**src/rtl/tour_pkg.sv**
```systemverilog
// Shared definitions for the knight's-tour monitor: move offsets, FSM states, error codes.
// Latency: n/a (constants, types and a pure function only).
// Backpressure: n/a.
package tour_pkg;

  typedef enum logic [1:0] {
    S_IDLE  = 2'd0,
    S_TRACK = 2'd1,
    S_DONE  = 2'd2,
    S_ERR   = 2'd3
  } state_e;

  typedef enum logic [1:0] {
    E_NONE       = 2'b00,
    E_OFFBOARD   = 2'b01,
    E_REVISIT    = 2'b10,
    E_UNDO_EMPTY = 2'b11
  } err_code_e;

  // Knight offsets by move index. Moves m and m^4 are exact opposites.
  localparam logic signed [2:0] MOVE_DX [8] = '{3'sd1, -3'sd1, -3'sd2, -3'sd2,
                                                -3'sd1, 3'sd1, 3'sd2, 3'sd2};
  localparam logic signed [2:0] MOVE_DY [8] = '{3'sd2, 3'sd2, 3'sd1, -3'sd1,
                                                -3'sd2, -3'sd2, -3'sd1, 3'sd1};

  function automatic logic [2:0] inv_move(input logic [2:0] m);
    return m ^ 3'd4;
  endfunction

endpackage

```
**src/rtl/tour_monitor_if.sv**
```systemverilog
// Command/status bundle between tour logic (master) and the tour monitor (slave).
// Latency: n/a; carries start/move/undo commands in and registered tour status out.
// Backpressure: move_vld/move_rdy handshake; start and undo are single-cycle pulses.
interface tour_monitor_if #(
  parameter int BOARD_W = 5,
  parameter int BOARD_H = 5
);
  localparam int XW  = $clog2(BOARD_W);
  localparam int YW  = $clog2(BOARD_H);
  localparam int NSQ = BOARD_W * BOARD_H;
  localparam int CW  = $clog2(NSQ + 1);

  logic          start;
  logic [XW-1:0] start_x;
  logic [YW-1:0] start_y;
  logic          move_vld;
  logic [2:0]    move;
  logic          move_rdy;
  logic          undo;
  logic [XW-1:0] cur_x;
  logic [YW-1:0] cur_y;
  logic [CW-1:0] visited_cnt;
  logic          done;
  logic          err;
  logic [1:0]    err_code;

  modport master (
    output start, start_x, start_y, move_vld, move, undo,
    input  move_rdy, cur_x, cur_y, visited_cnt, done, err, err_code
  );

  modport slave (
    input  start, start_x, start_y, move_vld, move, undo,
    output move_rdy, cur_x, cur_y, visited_cnt, done, err, err_code
  );
endinterface

```
**src/rtl/tour_stack.sv**
```systemverilog
// LIFO of accepted move indices, used to walk the knight back on undo.
// Latency: push/pop/clear take effect on the next edge; o_top/o_empty are read combinationally.
// Backpressure: none; pushes beyond DEPTH and pops when empty are dropped (callers never issue them).
// Ports: clk, rst (sync, high); i_push/i_pop/i_clear/i_dat in; o_empty/o_top out.
module tour_stack #(
  parameter int DEPTH = 24,
  parameter int WIDTH = 3
) (
  input  logic             clk,
  input  logic             rst,
  input  logic             i_push,
  input  logic             i_pop,
  input  logic             i_clear,
  input  logic [WIDTH-1:0] i_dat,
  output logic             o_empty,
  output logic [WIDTH-1:0] o_top
);
  localparam int PW = $clog2(DEPTH + 1);
  localparam int AW = (DEPTH > 1) ? $clog2(DEPTH) : 1;

  logic [PW-1:0]    r_ptr;
  logic [WIDTH-1:0] r_mem [DEPTH];
  logic [PW-1:0]    w_ptr_m1;
  logic             w_do_push;

  assign w_ptr_m1  = r_ptr - PW'(1);
  assign o_empty   = (r_ptr == '0);
  assign o_top     = r_mem[w_ptr_m1[AW-1:0]];
  assign w_do_push = i_push && !i_pop && !i_clear && (r_ptr != PW'(DEPTH));

  always_ff @(posedge clk) begin
    if (rst || i_clear) begin
      r_ptr <= '0;
    end else if (i_pop && !o_empty) begin
      r_ptr <= w_ptr_m1;
    end else if (w_do_push) begin
      r_ptr <= r_ptr + PW'(1);
    end
  end

  // Storage needs no reset: entries above the pointer are never read.
  always_ff @(posedge clk) begin
    if (w_do_push) begin
      r_mem[r_ptr[AW-1:0]] <= i_dat;
    end
  end
endmodule

```
**src/rtl/tour_monitor.sv**
```systemverilog
// Tracks a knight's tour (position, visited map, move stack) and flags illegal moves/undos.
// Latency: commands take effect on the next edge; all status registered, move_rdy combinational.
// Backpressure: move_rdy low outside TRACK or when start/undo is offered the same cycle.
// Ports: clk, rst (sync, high); bus = tour_monitor_if slave (commands in, status out).
module tour_monitor
  import tour_pkg::*;
#(
  parameter int BOARD_W = 5,
  parameter int BOARD_H = 5
) (
  input  logic          clk,
  input  logic          rst,
  tour_monitor_if.slave bus
);
  localparam int XW  = $clog2(BOARD_W);
  localparam int YW  = $clog2(BOARD_H);
  localparam int NSQ = BOARD_W * BOARD_H;
  localparam int CW  = $clog2(NSQ + 1);
  localparam int IW  = $clog2(NSQ);

  state_e        r_state, w_state_nxt;
  err_code_e     r_err, w_err_nxt;
  logic [XW-1:0] r_cur_x, w_cur_x_nxt;
  logic [YW-1:0] r_cur_y, w_cur_y_nxt;
  logic [CW-1:0] r_cnt, w_cnt_nxt;
  logic [NSQ-1:0] r_board, w_board_nxt;

  logic              w_push, w_pop, w_clr, w_empty;
  logic [2:0]        w_top, w_inv;
  logic signed [2:0] w_mdx, w_mdy, w_udx, w_udy;
  logic signed [XW+1:0] w_tx;
  logic signed [YW+1:0] w_ty;
  logic [XW-1:0]     w_ux;
  logic [YW-1:0]     w_uy;
  logic              w_off, w_start_bad;
  logic [IW-1:0]     w_tgt_idx, w_cur_idx, w_start_idx;
  logic [CW-1:0]     w_cnt_inc;

  tour_stack #(.DEPTH(NSQ - 1), .WIDTH(3)) u_stack (
    .clk     (clk),
    .rst     (rst),
    .i_push  (w_push),
    .i_pop   (w_pop),
    .i_clear (w_clr),
    .i_dat   (bus.move),
    .o_empty (w_empty),
    .o_top   (w_top)
  );

  // Move target: two extra bits so a step left of column 0 shows as negative.
  always_comb begin
    w_mdx = MOVE_DX[bus.move];
    w_mdy = MOVE_DY[bus.move];
    w_tx  = $signed({2'b00, r_cur_x}) + $signed({{(XW-1){w_mdx[2]}}, w_mdx});
    w_ty  = $signed({2'b00, r_cur_y}) + $signed({{(YW-1){w_mdy[2]}}, w_mdy});
    w_off = w_tx[XW+1] || w_ty[YW+1] ||
            (w_tx[XW:0] >= (XW+1)'(BOARD_W)) || (w_ty[YW:0] >= (YW+1)'(BOARD_H));
    // Undo always lands on a square we came from, so modular XW-bit math suffices.
    w_inv = inv_move(w_top);
    w_udx = MOVE_DX[w_inv];
    w_udy = MOVE_DY[w_inv];
    w_ux  = r_cur_x + XW'(w_udx);
    w_uy  = r_cur_y + YW'(w_udy);
    w_tgt_idx   = IW'(w_ty[YW-1:0]) * IW'(BOARD_W) + IW'(w_tx[XW-1:0]);
    w_cur_idx   = IW'(r_cur_y) * IW'(BOARD_W) + IW'(r_cur_x);
    w_start_idx = IW'(bus.start_y) * IW'(BOARD_W) + IW'(bus.start_x);
    w_start_bad = ({1'b0, bus.start_x} >= (XW+1)'(BOARD_W)) ||
                  ({1'b0, bus.start_y} >= (YW+1)'(BOARD_H));
    w_cnt_inc   = r_cnt + CW'(1);
  end

  always_comb begin
    w_state_nxt = r_state;
    w_err_nxt   = r_err;
    w_cur_x_nxt = r_cur_x;
    w_cur_y_nxt = r_cur_y;
    w_cnt_nxt   = r_cnt;
    w_board_nxt = r_board;
    w_push      = 1'b0;
    w_pop       = 1'b0;
    w_clr       = 1'b0;
    if (bus.start) begin
      w_clr = 1'b1;
      if (w_start_bad) begin
        w_state_nxt = S_ERR;
        w_err_nxt   = E_OFFBOARD;
      end else begin
        w_state_nxt = S_TRACK;
        w_err_nxt   = E_NONE;
        w_board_nxt = '0;
        w_board_nxt[w_start_idx] = 1'b1;
        w_cur_x_nxt = bus.start_x;
        w_cur_y_nxt = bus.start_y;
        w_cnt_nxt   = CW'(1);
      end
    end else begin
      case (r_state)
        S_TRACK, S_DONE: begin
          if (bus.undo) begin
            if (w_empty) begin
              w_state_nxt = S_ERR;
              w_err_nxt   = E_UNDO_EMPTY;
            end else begin
              w_pop       = 1'b1;
              w_board_nxt[w_cur_idx] = 1'b0;
              w_cur_x_nxt = w_ux;
              w_cur_y_nxt = w_uy;
              w_cnt_nxt   = r_cnt - CW'(1);
              w_state_nxt = S_TRACK;
            end
          end else if (r_state == S_TRACK && bus.move_vld) begin
            if (w_off) begin
              w_state_nxt = S_ERR;
              w_err_nxt   = E_OFFBOARD;
            end else if (r_board[w_tgt_idx]) begin
              w_state_nxt = S_ERR;
              w_err_nxt   = E_REVISIT;
            end else begin
              w_push      = 1'b1;
              w_board_nxt[w_tgt_idx] = 1'b1;
              w_cur_x_nxt = w_tx[XW-1:0];
              w_cur_y_nxt = w_ty[YW-1:0];
              w_cnt_nxt   = w_cnt_inc;
              if (w_cnt_inc == CW'(NSQ)) w_state_nxt = S_DONE;
            end
          end
        end
        default: ;
      endcase
    end
  end

  always_ff @(posedge clk) begin
    if (rst) begin
      r_state <= S_IDLE;
      r_err   <= E_NONE;
      r_cur_x <= '0;
      r_cur_y <= '0;
      r_cnt   <= '0;
      r_board <= '0;
    end else begin
      r_state <= w_state_nxt;
      r_err   <= w_err_nxt;
      r_cur_x <= w_cur_x_nxt;
      r_cur_y <= w_cur_y_nxt;
      r_cnt   <= w_cnt_nxt;
      r_board <= w_board_nxt;
    end
  end

  assign bus.move_rdy    = (r_state == S_TRACK) && !bus.undo && !bus.start;
  assign bus.cur_x       = r_cur_x;
  assign bus.cur_y       = r_cur_y;
  assign bus.visited_cnt = r_cnt;
  assign bus.done        = (r_state == S_DONE);
  assign bus.err         = (r_state == S_ERR);
  assign bus.err_code    = r_err;
endmodule

```
**src/flat_wrapper.sv**
```systemverilog
// flat-port wrapper written by rule: the top's interface ports become plain ports
module tour_monitor_flat import tour_pkg::*;
#(
  parameter int BOARD_W = 5,
  parameter int BOARD_H = 5
)
  (clk, rst, bus_start, bus_start_x, bus_start_y, bus_move_vld, bus_move, bus_undo, bus_move_rdy, bus_cur_x, bus_cur_y, bus_visited_cnt, bus_done, bus_err, bus_err_code);
  tour_monitor_if #(.BOARD_W(BOARD_W), .BOARD_H(BOARD_H)) bus_i ();
  input  logic clk;
  input  logic rst;
  input wire logic [$bits(bus_i.start)-1:0] bus_start;
  input wire logic [$bits(bus_i.start_x)-1:0] bus_start_x;
  input wire logic [$bits(bus_i.start_y)-1:0] bus_start_y;
  input wire logic [$bits(bus_i.move_vld)-1:0] bus_move_vld;
  input wire logic [$bits(bus_i.move)-1:0] bus_move;
  input wire logic [$bits(bus_i.undo)-1:0] bus_undo;
  output wire logic [$bits(bus_i.move_rdy)-1:0] bus_move_rdy;
  output wire logic [$bits(bus_i.cur_x)-1:0] bus_cur_x;
  output wire logic [$bits(bus_i.cur_y)-1:0] bus_cur_y;
  output wire logic [$bits(bus_i.visited_cnt)-1:0] bus_visited_cnt;
  output wire logic [$bits(bus_i.done)-1:0] bus_done;
  output wire logic [$bits(bus_i.err)-1:0] bus_err;
  output wire logic [$bits(bus_i.err_code)-1:0] bus_err_code;
  assign bus_i.start = bus_start;
  assign bus_i.start_x = bus_start_x;
  assign bus_i.start_y = bus_start_y;
  assign bus_i.move_vld = bus_move_vld;
  assign bus_i.move = bus_move;
  assign bus_i.undo = bus_undo;
  assign bus_move_rdy = bus_i.move_rdy;
  assign bus_cur_x = bus_i.cur_x;
  assign bus_cur_y = bus_i.cur_y;
  assign bus_visited_cnt = bus_i.visited_cnt;
  assign bus_done = bus_i.done;
  assign bus_err = bus_i.err;
  assign bus_err_code = bus_i.err_code;
  tour_monitor #(.BOARD_W(BOARD_W), .BOARD_H(BOARD_H)) u_core (.clk(clk), .rst(rst), .bus(bus_i));
endmodule
```
**config.mk**
```make
export PLATFORM = sky130hd
export DESIGN_NAME = tour_monitor_flat
export DESIGN_NICKNAME = d
export VERILOG_FILES = /design/src/rtl/tour_pkg.sv /design/src/rtl/tour_monitor_if.sv /design/src/rtl/tour_stack.sv /design/src/rtl/tour_monitor.sv /design/src/flat_wrapper.sv
export SDC_FILE = /design/constraint.sdc
export NUM_CORES = 1
export LEC_CHECK = 0
export BUFFER_PORTS_ARGS = -buffer_cell sky130_fd_sc_hd__clkbuf_2
export CAP_MARGIN = 20
export CELL_PAD_IN_SITES_DETAIL_PLACEMENT = 0
export CELL_PAD_IN_SITES_GLOBAL_PLACEMENT = 2
export CORE_UTILIZATION = 45
export DETAILED_ROUTE_END_ITERATION = 10
export PLACE_DENSITY_LB_ADDON = 0.1
export SLEW_MARGIN = 15
export SYNTH_ARGS = -nofsm -noshare
export SYNTH_HDL_FRONTEND = slang
export SYNTH_SLANG_ARGS = --single-unit
```
**constraint.sdc**
```tcl
create_clock -name clk -period 10.61 [get_ports clk]
set_input_delay 0 -clock clk [delete_from_list [all_inputs] [get_ports clk]]
set_output_delay 0 -clock clk [all_outputs]
set_load 0.01 [all_outputs]
```
==> impl_metrics.toml <==
[synth]
yosys_register_bits = 117
synth_edf_count = 72
synth-main-ff-cell = "edfxtp_1"
synthArstFlopShare = 0
syn-cell-area_um2 = 7336
yosys-top-cells-area = "edfxtp_1 (29%), dfxtp_1 (12%), ha_1 (7.5%)"
synth_nets = 766
seq_area_frac_synth = 0.4175
syn_inst = 701
synth_top_area_frac = 0.2947
synth_area_per_cell_um2 = 10.46
yosysTopAreaCell = "edfxtp_1"
yosysUniqueCellTypes = 70
ys_warn_count = 0

[sta]
worstMarginPinSlew_ps = 962.8
tns_ps = 0
setup-violations-final = 0
fmax_mhz = 181.8
maxSlewViolCount = 0
hold_viol = 0
fin_crit_sh = 0.5185
skew_ps = 9.218
min_period_ps = 5501
slew_headroom = 0.3567
grt_setup_unrepaired = "false"

[drt]
highest_layer = "met4"
drt_wl_total_um = 18900
wl_per_cell_um = 20.03
routed-via-count = 5551
met1_length_um = 9487
drtIter0Drc = 497
wl_met2_um = 8265
wl_met3_um = 955
first_pass_iters = 5
antenna_left = 0
via_per_inst = 5.880
drc = 0

[placed_design]
postPlaceCellArea_um2 = 7596
hpwl_um = 13630
gp_congestion = 0.8127
port_buffers = 29

[cts]
path_clk_slew_ps = 60
postCtsSetupRepairBufs = 0
cts_tree = "done"
clockBufferDepth = 2
hold_buffers = 0
cts_max_level = 4
cts_buffers = 17
clk_latency_ps = 420
cts_resized = 0
cts.sinks = 117
cts_root_buffer = "clkbuf_16"

[status]
status = "finished clean"

[die]
die_w_um = 129.7
die_h_um = 129.7
dieArea_um2 = 16820
num_rows = 46
start_util = 0.4618
core_area_um2 = 15890
top_level_ports = 30

[setup_path]
rrSetupSlack_ps = 5110
required_ps = 10890
cp-start-kind = "flop"
rr_worst_depth = 13
r2r_end = "u_core.bus.cur_y[2]"
crit_fanout = 20
critPathKind = "reg2reg"
r2r-start = "u_core.u_stack.r_ptr[0]"
crit_path_end_kind = "flop"
crit_arrival_ps = 5780

[finish]
layout-drive-gt1-share = 0.1554
final_cell_mix = "edfxtp_1 (72), o21ai_0 (53), nor2_1 (52)"
final_nets = 779
area_delta_synth_final_pct = 11.53
final_common_cell = "edfxtp_1"
final_area_um2 = 8182

[pwr]
ir_drop_mv = 0.1360
cellPowerDensity_nw_per_um2 = 176.7
p_leak_nw = 3.037

[run]
cap_violations = 0

[global_routing]
grt_usage = 0.2431
grt-ovfl-total = 0
grt_pass1_vias = 5326
grt_antenna_before_repair = 0
grt_max_degree = 77
grt_pass1_wl_um = 30350

[min_path]
min_from = "bus_start_x[0]"
holdCritPathClass = "in2reg"
whs_path_depth = 5
hold_end = "u_core.bus.cur_x[0]"
==> state kept, by name (all words and copies together) (netlist names) <==
register / cells
u_core.u_stack.r_mem: 72
u_core.r_board: 25
u_core.bus.visited_cnt: 5
u_core.u_stack.r_ptr: 5
u_core.bus.cur_x: 3
u_core.bus.cur_y: 3
u_core.bus.err_code: 2
u_core.r_state: 2
==> Yosys cell counts (all sizes together) (17+ instances only) <==
cell type	instances
nor3	20
o21ai	53
a211oi	20
edfxtp	72
ha	44
mux4	24
xnor2	18
a21o	17
clkbuf	28
inv	31
nor2	52
a21oi	45
nand2	44
dfxtp	45
==> report_power, final <==
part	switching (mW)	internal (mW)
combinational	0.249	0.135
sequential	0.0117	0.493
clock	0.245	0.313
total	0.506	0.940
==> cell type report <==
type / instances / area [µm²]
fill: 1454 / 7704
multi-input combinational: 510 / 3953
sequential: 117 / 3063
clock buffer: 17 / 425.4
tap: 216 / 270.3
timing repair buffer: 36 / 197.7
clock inverter: 15 / 150.1
inverter: 32 / 120.1
antenna: 1 / 2.502
==> worst max-delay path, stage by stage, from the launching register on <==
cell and delay [ps]:
dfxtp_1 840, clkinv_1 570, ha_1 1060, mux4_2 470, mux2_2 280, a31oi_1 280, and4_1 420, xnor2_1 130
or2_2 310, fa_1 420, xnor2_1 190, xnor2_1 160, xnor2_1 140, o32ai_1 90
==> kinds of logic after synthesis <==
logic type / Yosys count / share of synthesized area
simple gates: 203 / 0.1450
compound gates: 189 / 0.1665
flops: 117 / 0.4175
buf+inv: 74 / 0.04366
fa+ha+maj: 51 / 0.09415
mux: 40 / 0.09807
xor+xnor: 27 / 0.03514
==> routing by layer <==
metal / vias to the layer above / GRT usage
li1: 2655 / -
met1: 2730 / 0.3715
met2: 153 / 0.3526
met3: 13 / 0.04459
met4: 0 / 0.06088
met5: - / 0
==> how the worst max path moves through the flow <==
stage / startpoint / end / slack (ps) / depth (start not counted)
4_1_cts: u_core.u_stack.r_ptr[0] / u_core.bus.cur_y[2] / 5130 / 13
6_report: u_core.u_stack.r_ptr[0] / u_core.bus.cur_y[2] / 5110 / 13
2_1_floorplan: u_core.u_stack.r_ptr[0] / u_core.bus.cur_y[2] / 6270 / 18
3_3_place_gp: bus_move[2] / u_core.bus.visited_cnt[4] / 5200 / 17
5_1_grt: u_core.u_stack.r_ptr[0] / u_core.bus.cur_y[2] / 4860 / 13
3_5_place_dp: bus_move[2] / u_core.bus.visited_cnt[4] / 5020 / 17
==> metrics by stage <==
stage               power [mW]  instances  hold slack (ps)  utilization  worst slack, ps
floorplan               0.7982        701            98.87            -             6268
global placement        0.8807        910            411.0       0.4782             5204
detailed placement      0.8869        910            420.7       0.4782             5018
CTS                      1.445        942            4.645       0.5144             5129
global route             1.516        943            34.33       0.5149             4855
finish                   1.446        944            6.583       0.5150             5109
Power figures use the tool's default switching activity.
